$ cat src/rtl/mc_ctrl_pkg.sv
// Shared encodings for the multicycle MIPS controller: states, opcodes, AluOp codes, control word.
// MC_MULT_STALL_EN adds the MUL_WAIT state for the stalled multiply.
package mc_ctrl_pkg;

    typedef enum logic [3:0] {
        S_IDLE, S_FETCH, S_DECODE, S_EXEC_R, S_EXEC_I, S_WB_R, S_WB_I,
        S_MEM_ADDR, S_MEM_RD, S_MEM_WR, S_WB_MEM, S_BRANCH, S_JUMP, S_TRAP
`ifdef MC_MULT_STALL_EN
        , S_MUL_WAIT
`endif
    } state_e;

    localparam logic [5:0] OP_RTYPE = 6'b000000;
    localparam logic [5:0] OP_MUL   = 6'b011100;
    localparam logic [5:0] OP_SPEC3 = 6'b011111;
    localparam logic [5:0] OP_ADDI  = 6'b001000;
    localparam logic [5:0] OP_ADDIU = 6'b001001;
    localparam logic [5:0] OP_SLTI  = 6'b001010;
    localparam logic [5:0] OP_SLTIU = 6'b001011;
    localparam logic [5:0] OP_ANDI  = 6'b001100;
    localparam logic [5:0] OP_ORI   = 6'b001101;
    localparam logic [5:0] OP_XORI  = 6'b001110;
    localparam logic [5:0] OP_LW    = 6'b100011;
    localparam logic [5:0] OP_SW    = 6'b101011;
    localparam logic [5:0] OP_BEQ   = 6'b000100;
    localparam logic [5:0] OP_BNE   = 6'b000101;
    localparam logic [5:0] OP_J     = 6'b000010;

    localparam logic [3:0] ALU_FUNCT = 4'b0000;
    localparam logic [3:0] ALU_ADD   = 4'b0001;
    localparam logic [3:0] ALU_SUB   = 4'b0010;
    localparam logic [3:0] ALU_OR    = 4'b0011;
    localparam logic [3:0] ALU_AND   = 4'b0100;
    localparam logic [3:0] ALU_XOR   = 4'b0101;
    localparam logic [3:0] ALU_ADDU  = 4'b0111;
    localparam logic [3:0] ALU_SLT   = 4'b1010;
    localparam logic [3:0] ALU_SLTU  = 4'b1011;
    localparam logic [3:0] ALU_MUL   = 4'b1100;

    typedef struct packed {
        logic       pc_write;
        logic       pc_write_cond;
        logic       iord;
        logic       mem_read;
        logic       mem_write;
        logic       ir_write;
        logic       reg_dst;
        logic       reg_write;
        logic       mem_to_reg;
        logic       sign_ext;
        logic       alu_src_a;
        logic [1:0] alu_src_b;
        logic [3:0] alu_op;
        logic [1:0] pc_source;
        logic       illegal;
    } ctrl_t;

    function automatic state_e decode_next(input logic [5:0] op);
        case (op)
            OP_RTYPE, OP_MUL, OP_SPEC3:                   return S_EXEC_R;
            OP_ADDI, OP_ADDIU, OP_SLTI, OP_SLTIU,
            OP_ANDI, OP_ORI, OP_XORI:                     return S_EXEC_I;
            OP_LW, OP_SW:                                 return S_MEM_ADDR;
            OP_BEQ, OP_BNE:                               return S_BRANCH;
            OP_J:                                         return S_JUMP;
            default:                                      return S_TRAP;
        endcase
    endfunction

endpackage

$ cat src/rtl/multicycle_control_fsm_if.sv
// Controller <-> datapath bundle: IR opcode and memory/ALU status in, control word out.
interface multicycle_control_fsm_if;
    logic [5:0] OpCode;
    logic       MemReady;
    logic       Zero;
    logic       PCWrite;
    logic       PCWriteCond;
    logic       IorD;
    logic       MemRead;
    logic       MemWrite;
    logic       IRWrite;
    logic       RegDst;
    logic       RegWrite;
    logic       MemToReg;
    logic       SignExt;
    logic       AluSrcA;
    logic [1:0] AluSrcB;
    logic [3:0] AluOp;
    logic [1:0] PCSource;
    logic       Illegal;

    modport master (
        input  OpCode, MemReady, Zero,
        output PCWrite, PCWriteCond, IorD, MemRead, MemWrite, IRWrite, RegDst,
               RegWrite, MemToReg, SignExt, AluSrcA, AluSrcB, AluOp, PCSource, Illegal
    );
    modport slave (
        output OpCode, MemReady, Zero,
        input  PCWrite, PCWriteCond, IorD, MemRead, MemWrite, IRWrite, RegDst,
               RegWrite, MemToReg, SignExt, AluSrcA, AluSrcB, AluOp, PCSource, Illegal
    );
endinterface

$ cat src/rtl/multicycle_control_fsm_outdec.sv
// Pure combinational state + latched opcode -> control word decoder (Moore, except the
// FETCH IR/PC load which completes in the MemReady cycle).
module mc_ctrl_outdec
    import mc_ctrl_pkg::*;
(
    input  state_e     state_i,
    input  logic [5:0] op_i,
    input  logic       mem_ready_i,
    output ctrl_t      ctrl_o
);

    always_comb begin
        ctrl_o = '0;
        case (state_i)
            S_FETCH: begin
                ctrl_o.mem_read  = 1'b1;
                ctrl_o.alu_src_b = 2'b01;
                ctrl_o.alu_op    = ALU_ADDU;
                ctrl_o.ir_write  = mem_ready_i;
                ctrl_o.pc_write  = mem_ready_i;
            end
            S_DECODE: begin
                ctrl_o.alu_src_b = 2'b11;
                ctrl_o.alu_op    = ALU_ADDU;
            end
`ifdef MC_MULT_STALL_EN
            S_EXEC_R, S_MUL_WAIT: begin
`else
            S_EXEC_R: begin
`endif
                ctrl_o.alu_src_a = 1'b1;
                ctrl_o.alu_op    = (op_i == OP_MUL) ? ALU_MUL : ALU_FUNCT;
            end
            S_EXEC_I: begin
                ctrl_o.alu_src_a = 1'b1;
                ctrl_o.alu_src_b = 2'b10;
                ctrl_o.sign_ext  = (op_i != OP_ADDIU);
                case (op_i)
                    OP_ADDI:  ctrl_o.alu_op = ALU_ADD;
                    OP_ADDIU: ctrl_o.alu_op = ALU_ADDU;
                    OP_ANDI:  ctrl_o.alu_op = ALU_AND;
                    OP_ORI:   ctrl_o.alu_op = ALU_OR;
                    OP_XORI:  ctrl_o.alu_op = ALU_XOR;
                    OP_SLTI:  ctrl_o.alu_op = ALU_SLT;
                    OP_SLTIU: ctrl_o.alu_op = ALU_SLTU;
                    default:  ctrl_o.alu_op = ALU_FUNCT;
                endcase
            end
            S_WB_R: ctrl_o.reg_write = 1'b1;
            S_WB_I: begin
                ctrl_o.reg_write = 1'b1;
                ctrl_o.reg_dst   = 1'b1;
            end
            S_MEM_ADDR: begin
                ctrl_o.alu_src_a = 1'b1;
                ctrl_o.alu_src_b = 2'b10;
                ctrl_o.alu_op    = ALU_ADD;
                ctrl_o.sign_ext  = 1'b1;
            end
            S_MEM_RD: begin
                ctrl_o.mem_read = 1'b1;
                ctrl_o.iord     = 1'b1;
            end
            S_MEM_WR: begin
                ctrl_o.mem_write = 1'b1;
                ctrl_o.iord      = 1'b1;
            end
            S_WB_MEM: begin
                ctrl_o.reg_write  = 1'b1;
                ctrl_o.reg_dst    = 1'b1;
                ctrl_o.mem_to_reg = 1'b1;
            end
            S_BRANCH: begin
                ctrl_o.alu_src_a     = 1'b1;
                ctrl_o.alu_op        = ALU_SUB;
                ctrl_o.pc_write_cond = 1'b1;
                ctrl_o.pc_source     = 2'b01;
            end
            S_JUMP: begin
                ctrl_o.pc_write  = 1'b1;
                ctrl_o.pc_source = 2'b10;
            end
            S_TRAP:  ctrl_o.illegal = 1'b1;
            default: ctrl_o = '0;
        endcase
    end

endmodule

$ cat src/rtl/multicycle_control_fsm.sv
// Multicycle MIPS sequencer: state/opcode registers plus next-state logic; outputs via mc_ctrl_outdec.
// MC_MULT_STALL_EN adds a MULT_LATENCY-cycle MUL_WAIT stall for opcode 011100.
module multicycle_control_fsm
    import mc_ctrl_pkg::*;
#(
    parameter int unsigned MULT_LATENCY = 4
) (
    input  logic                           Clk,
    input  logic                           Rst,
    multicycle_control_fsm_if.master       ctl_io
);

    if (MULT_LATENCY < 1 || MULT_LATENCY > 15) begin : g_bad_latency
        $error("MULT_LATENCY must be within 1..15");
    end

    state_e     state_q, state_d;
    logic [5:0] op_q;
    ctrl_t      ctrl;

    // IR is loaded at the end of FETCH, so the opcode is valid during DECODE and captured there.
    always_ff @(posedge Clk or posedge Rst) begin
        if (Rst) begin
            state_q <= S_IDLE;
            op_q    <= '0;
        end else begin
            state_q <= state_d;
            if (state_q == S_DECODE) op_q <= ctl_io.OpCode;
        end
    end

`ifdef MC_MULT_STALL_EN
    logic [3:0] cnt_q, cnt_d;

    always_ff @(posedge Clk or posedge Rst) begin
        if (Rst) cnt_q <= '0;
        else     cnt_q <= cnt_d;
    end

    always_comb begin
        cnt_d = cnt_q;
        if (state_q == S_EXEC_R)                      cnt_d = 4'(MULT_LATENCY - 1);
        else if (state_q == S_MUL_WAIT && cnt_q != '0) cnt_d = cnt_q - 4'd1;
    end
`endif

    always_comb begin
        state_d = state_q;
        case (state_q)
            S_IDLE:     state_d = S_FETCH;
            S_FETCH:    if (ctl_io.MemReady) state_d = S_DECODE;
            S_DECODE:   state_d = decode_next(ctl_io.OpCode);
`ifdef MC_MULT_STALL_EN
            S_EXEC_R:   state_d = (op_q == OP_MUL) ? S_MUL_WAIT : S_WB_R;
            S_MUL_WAIT: if (cnt_q == '0) state_d = S_WB_R;
`else
            S_EXEC_R:   state_d = S_WB_R;
`endif
            S_EXEC_I:   state_d = S_WB_I;
            S_MEM_ADDR: state_d = (op_q == OP_SW) ? S_MEM_WR : S_MEM_RD;
            S_MEM_RD:   if (ctl_io.MemReady) state_d = S_WB_MEM;
            S_MEM_WR:   if (ctl_io.MemReady) state_d = S_FETCH;
            S_WB_R, S_WB_I, S_WB_MEM, S_BRANCH, S_JUMP: state_d = S_FETCH;
            S_TRAP:     state_d = S_TRAP;
            default:    state_d = S_IDLE;
        endcase
    end

    mc_ctrl_outdec u_outdec (
        .state_i     (state_q),
        .op_i        (op_q),
        .mem_ready_i (ctl_io.MemReady),
        .ctrl_o      (ctrl)
    );

    assign ctl_io.PCWrite     = ctrl.pc_write;
    assign ctl_io.PCWriteCond = ctrl.pc_write_cond;
    assign ctl_io.IorD        = ctrl.iord;
    assign ctl_io.MemRead     = ctrl.mem_read;
    assign ctl_io.MemWrite    = ctrl.mem_write;
    assign ctl_io.IRWrite     = ctrl.ir_write;
    assign ctl_io.RegDst      = ctrl.reg_dst;
    assign ctl_io.RegWrite    = ctrl.reg_write;
    assign ctl_io.MemToReg    = ctrl.mem_to_reg;
    assign ctl_io.SignExt     = ctrl.sign_ext;
    assign ctl_io.AluSrcA     = ctrl.alu_src_a;
    assign ctl_io.AluSrcB     = ctrl.alu_src_b;
    assign ctl_io.AluOp       = ctrl.alu_op;
    assign ctl_io.PCSource    = ctrl.pc_source;
    assign ctl_io.Illegal     = ctrl.illegal;

endmodule
$ cat src/flat_wrapper.sv
// flat-port wrapper written by rule: the top's interface ports become plain ports
module multicycle_control_fsm_flat import mc_ctrl_pkg::*;
#(
    parameter int unsigned MULT_LATENCY = 4
)
  (Clk, Rst, ctl_io_OpCode, ctl_io_MemReady, ctl_io_Zero, ctl_io_PCWrite, ctl_io_PCWriteCond, ctl_io_IorD, ctl_io_MemRead, ctl_io_MemWrite, ctl_io_IRWrite, ctl_io_RegDst, ctl_io_RegWrite, ctl_io_MemToReg, ctl_io_SignExt, ctl_io_AluSrcA, ctl_io_AluSrcB, ctl_io_AluOp, ctl_io_PCSource, ctl_io_Illegal);
  multicycle_control_fsm_if ctl_io_i ();
  input  logic Clk;
  input  logic Rst;
  input wire logic [$bits(ctl_io_i.OpCode)-1:0] ctl_io_OpCode;
  input wire logic [$bits(ctl_io_i.MemReady)-1:0] ctl_io_MemReady;
  input wire logic [$bits(ctl_io_i.Zero)-1:0] ctl_io_Zero;
  output wire logic [$bits(ctl_io_i.PCWrite)-1:0] ctl_io_PCWrite;
  output wire logic [$bits(ctl_io_i.PCWriteCond)-1:0] ctl_io_PCWriteCond;
  output wire logic [$bits(ctl_io_i.IorD)-1:0] ctl_io_IorD;
  output wire logic [$bits(ctl_io_i.MemRead)-1:0] ctl_io_MemRead;
  output wire logic [$bits(ctl_io_i.MemWrite)-1:0] ctl_io_MemWrite;
  output wire logic [$bits(ctl_io_i.IRWrite)-1:0] ctl_io_IRWrite;
  output wire logic [$bits(ctl_io_i.RegDst)-1:0] ctl_io_RegDst;
  output wire logic [$bits(ctl_io_i.RegWrite)-1:0] ctl_io_RegWrite;
  output wire logic [$bits(ctl_io_i.MemToReg)-1:0] ctl_io_MemToReg;
  output wire logic [$bits(ctl_io_i.SignExt)-1:0] ctl_io_SignExt;
  output wire logic [$bits(ctl_io_i.AluSrcA)-1:0] ctl_io_AluSrcA;
  output wire logic [$bits(ctl_io_i.AluSrcB)-1:0] ctl_io_AluSrcB;
  output wire logic [$bits(ctl_io_i.AluOp)-1:0] ctl_io_AluOp;
  output wire logic [$bits(ctl_io_i.PCSource)-1:0] ctl_io_PCSource;
  output wire logic [$bits(ctl_io_i.Illegal)-1:0] ctl_io_Illegal;
  assign ctl_io_i.OpCode = ctl_io_OpCode;
  assign ctl_io_i.MemReady = ctl_io_MemReady;
  assign ctl_io_i.Zero = ctl_io_Zero;
  assign ctl_io_PCWrite = ctl_io_i.PCWrite;
  assign ctl_io_PCWriteCond = ctl_io_i.PCWriteCond;
  assign ctl_io_IorD = ctl_io_i.IorD;
  assign ctl_io_MemRead = ctl_io_i.MemRead;
  assign ctl_io_MemWrite = ctl_io_i.MemWrite;
  assign ctl_io_IRWrite = ctl_io_i.IRWrite;
  assign ctl_io_RegDst = ctl_io_i.RegDst;
  assign ctl_io_RegWrite = ctl_io_i.RegWrite;
  assign ctl_io_MemToReg = ctl_io_i.MemToReg;
  assign ctl_io_SignExt = ctl_io_i.SignExt;
  assign ctl_io_AluSrcA = ctl_io_i.AluSrcA;
  assign ctl_io_AluSrcB = ctl_io_i.AluSrcB;
  assign ctl_io_AluOp = ctl_io_i.AluOp;
  assign ctl_io_PCSource = ctl_io_i.PCSource;
  assign ctl_io_Illegal = ctl_io_i.Illegal;
  multicycle_control_fsm #(.MULT_LATENCY(MULT_LATENCY)) u_core (.Clk(Clk), .Rst(Rst), .ctl_io(ctl_io_i));
endmodule
$ cat config.mk
export PLATFORM = sky130hd
export DESIGN_NAME = multicycle_control_fsm_flat
export DESIGN_NICKNAME = d
export VERILOG_FILES = /design/src/rtl/mc_ctrl_pkg.sv /design/src/rtl/multicycle_control_fsm_if.sv /design/src/rtl/multicycle_control_fsm_outdec.sv /design/src/rtl/multicycle_control_fsm.sv /design/src/flat_wrapper.sv
export SDC_FILE = /design/constraint.sdc
export NUM_CORES = 1
export LEC_CHECK = 0
export ABC_AREA = 1
export CAP_MARGIN = 25
export CORE_UTILIZATION = 51
export DETAILED_ROUTE_END_ITERATION = 8
export PLACE_DENSITY = 0.87
export SETUP_SLACK_MARGIN = 0.02
export SYNTH_ARGS = -nofsm -noshare
export SYNTH_HDL_FRONTEND = slang
export SYNTH_HIERARCHICAL = 1
export SYNTH_SLANG_ARGS = --single-unit
export TNS_END_PERCENT = 100
$ cat constraint.sdc
create_clock -name Clk -period 2.95 [get_ports Clk]
set_clock_uncertainty 0.15 [all_clocks]
set_input_delay 0.59 -clock Clk [delete_from_list [all_inputs] [get_ports Clk]]
set_output_delay 0.59 -clock Clk [all_outputs]
set_load 0.1 [all_outputs]
==> results.md <==
* Cells after synthesis at 176
* Max-slew violations at 0
* Max Buffers Root-to-Sink at 2
* Hold path depth at 2
* DR WL/cell at 10.6 um
* Hold Path Origin: u_core/op_q[3]$_DFFE_PP0P_
* Critical register-to-register path startpoint: u_core/state_q[3]$_DFFE_PP0P_
* Grt total ovfl at 0
* RePlAce Congestion at 0.982
* FF-to-FF setup slack at 1.39 ns
* PortBufs at 28
* Fin nets at 220
* CTS tree: built
* WS Path Type: reg -> out
* Post-cts sizing count at 0
* Tcrit/Tclk final at 0.819
* Ranking of synthesized cells by area: dfrtp_1 24%, nand2_1 17%, nor2_1 10%
* Via count at 1,185
* Fin crit period at 2.42 ns
* Post-synthesis simple-gate area fraction at 0.519
* Synth Area in Adders at 0.0361
* Mean post-synth cell area at 5.90 um^2
* Hold endpoint: u_core/op_q[3]$_DFFE_PP0P_
* First-pass GRT wire length at 3860 um
* Area delta synth->final at 31.2%
* Synth cell types at 24
* Die Ht at 47.1 um
* Residual DRC at 0
* CTS Buf Count at 3
* Num rows at 15
* Largest family of logic cells by synthesized area: simple AND/OR/NAND/NOR gates
* Compound-Gate Fraction of Synth Area at 0.0807
* Sequential share of the synthesized area at 0.241
* Worst hold path type: reg -> reg
* Synth Area in XOR/XNOR at 0
* Final ANT Viol Nets at 0
* HPWL after detailed placement at 2040 um
* Max Cap Viol at 0
* # fillers at 150
* EDFF count, synth at 0
* Initial DRT Pass Iterations at 4
* Syn nets at 189
* Yosys top cell by area: dfrtp_1
* Total Routed Length at 2450 um
* Reg2Reg Depth at 7
* Setup repair bufs after CTS at 0
* Post-synth top area share at 0.241
* Die span in x at 47.1 um
* Clk_lat worst skew at 0.26 ns
* Full die area at 2220 um^2
* H-tree depth at 1
* Final Hold Fails at 0
* Maximum fanout along the worst path at 10
* Root Driver: clkbuf_4
* Fmax at 414 MHz
* Clock transition at path regs at 0.06 ns
* # diodes at 0
* Ratio of cells with drive above 1 in the final layout at 0.238
* Total GRT Usage at 0.240
* Hold Buf Count CTS at 0
* Vias in the first global route at 1,005
* Worst rel slew slack at 0.740
* Initial antenna violation count at 0
* Worst Max-Slew Pin Slew at 0.389 ns
* Vias/cell at 5.13
* DP Worst Slack at 0.615 ns
* CP endpoint kind: output pin
* Critical Path RT at 2.21 ns
* Initial core utilization at 0.570
* WP data arrival at 1.68 ns
* Clock Sinks at 10
* I/O pin cnt at 30
* RSZ-0062 raised after global routing: no
* RR Endpoint: u_core/state_q[3]$_DFFE_PP0P_
* Post-synth top flop: dfrtp_1
* Setup-failing EPs final at 0
* Final Worst Setup Slack at 0.534 ns
* Core region area at 1820 um^2
* Ys Warns at 6
* Flops & latches, synth at 10
* Cell Area, Synth at 1040 um^2
* Largest net degree at the start of global routing at 14
* Status: finished, final reports clean
* Worst setup SP type: flip-flop
* Mux contribution to synthesized area at 0
* Initial DRC count at 36
* Async set or reset register ratio after synthesis at 1.00
## placed cells by master (no fill, tap or decap)
master,netlist,final
nand2_1,47,47
nor2_1,28,27
inv_1,26,26
buf_4,2,18
nand3_1,18,18
dfrtp_1,10,10
clkdlybuf4s50_1,0,8
nor2_2,6,7
nand2_2,6,6
o21ai_0,6,5
nand4_1,4,4
inv_2,4,4
clkbuf_4,0,3
nor2_4,3,3
o21ai_1,2,3
ha_1,3,3
buf_12,0,2
nor3_1,2,2
clkbuf_8,0,1
nand3_2,1,1
nand3b_1,1,1
o21a_1,1,1
a21oi_1,1,1
or2_2,1,1
o21ai_2,1,1
o22ai_2,0,1
a21oi_4,0,1
o21bai_1,1,1
## per-layer routing
| layer | GRT usage | routed length, um |
|---|---|---|
| met5 | 0 | 0 |
| met3 | 0.0269 | 119 |
| met4 | 0.0743 | 0 |
| met2 | 0.453 | 1280 |
| met1 | 0.280 | 1050 |
## synthesized netlist by cell type, types with 2 or more instances
master    n
buf_4     2
dfrtp_1  10
ha_1      3
inv_1    26
inv_2     4
nand2_1  47
nand2_2   6
nand3_1  18
nand4_1   4
nor2_1   28
nor2_2    6
nor2_4    3
nor3_1    2
o21ai_0   6
o21ai_1   2
## stage by stage
stage                     area [um^2]   util  TNS, ns  hold WS (ns)  std cells
after floorplan                  1050      -   -0.137         0.280        176
after global placement           1330  0.729        0         0.373        227
after detailed placement         1330  0.729        0         0.386        227
after CTS                        1360  0.748        0         0.403        231
after global routing             1360  0.748        0         0.434        231
final                            1360  0.748        0         0.404        231
## worst max-delay path by stage
stage | start | to | slack [ns]
after floorplan | u_core/state_q[2]$_DFFE_PP0P_ | ctl_io_AluOp[1] | -0.14
after global placement | ctl_io_MemReady | ctl_io_IRWrite | 0.63
after detailed placement | ctl_io_MemReady | ctl_io_IRWrite | 0.62
after CTS | u_core/state_q[3]$_DFFE_PP0P_ | ctl_io_AluOp[3] | 0.52
after global routing | u_core/state_q[3]$_DFFE_PP0P_ | ctl_io_AluOp[1] | 0.41
final | u_core/state_q[2]$_DFFE_PP0P_ | ctl_io_AluOp[3] | 0.53
## flip-flops by register name, indices dropped and copies added, names as in the netlist
| name | cells |
|---|---|
| u_core/op_q | 6 |
| u_core/state_q | 4 |
## kinds of logic (layout without fill, tap and decap cells)
kind of cell,count (synthesis),after routing
AND/OR/NAND/NOR,117,117
buffers and inverters,32,62
AO/OA/AOI/OAI,14,14
flip-flops,10,10
adder cells (fa/ha/maj),3,3
## cell type report
class | instances | area [um^2] | share of cell area
multi-input cells | 134 | 677 | 0.497
repair buffers | 28 | 255 | 0.187
flip-flops and latches | 10 | 250 | 0.184
inverters | 30 | 113 | 0.0826
clock buffers | 4 | 36.3 | 0.0266
well taps | 25 | 31.3 | 0.0230
## worst max-delay path, stage by stage (launching register included)
cell and delay (ns):
dfrtp_1 0.55, nand2_2 0.19, nor2_4 0.21, nand2_2 0.07
o21ai_2 0.11, buf_4 0.30
Power is left out: the tool's default activity adds up to more than one toggle a clock period on the data nets, which glitch-free logic cannot reach.
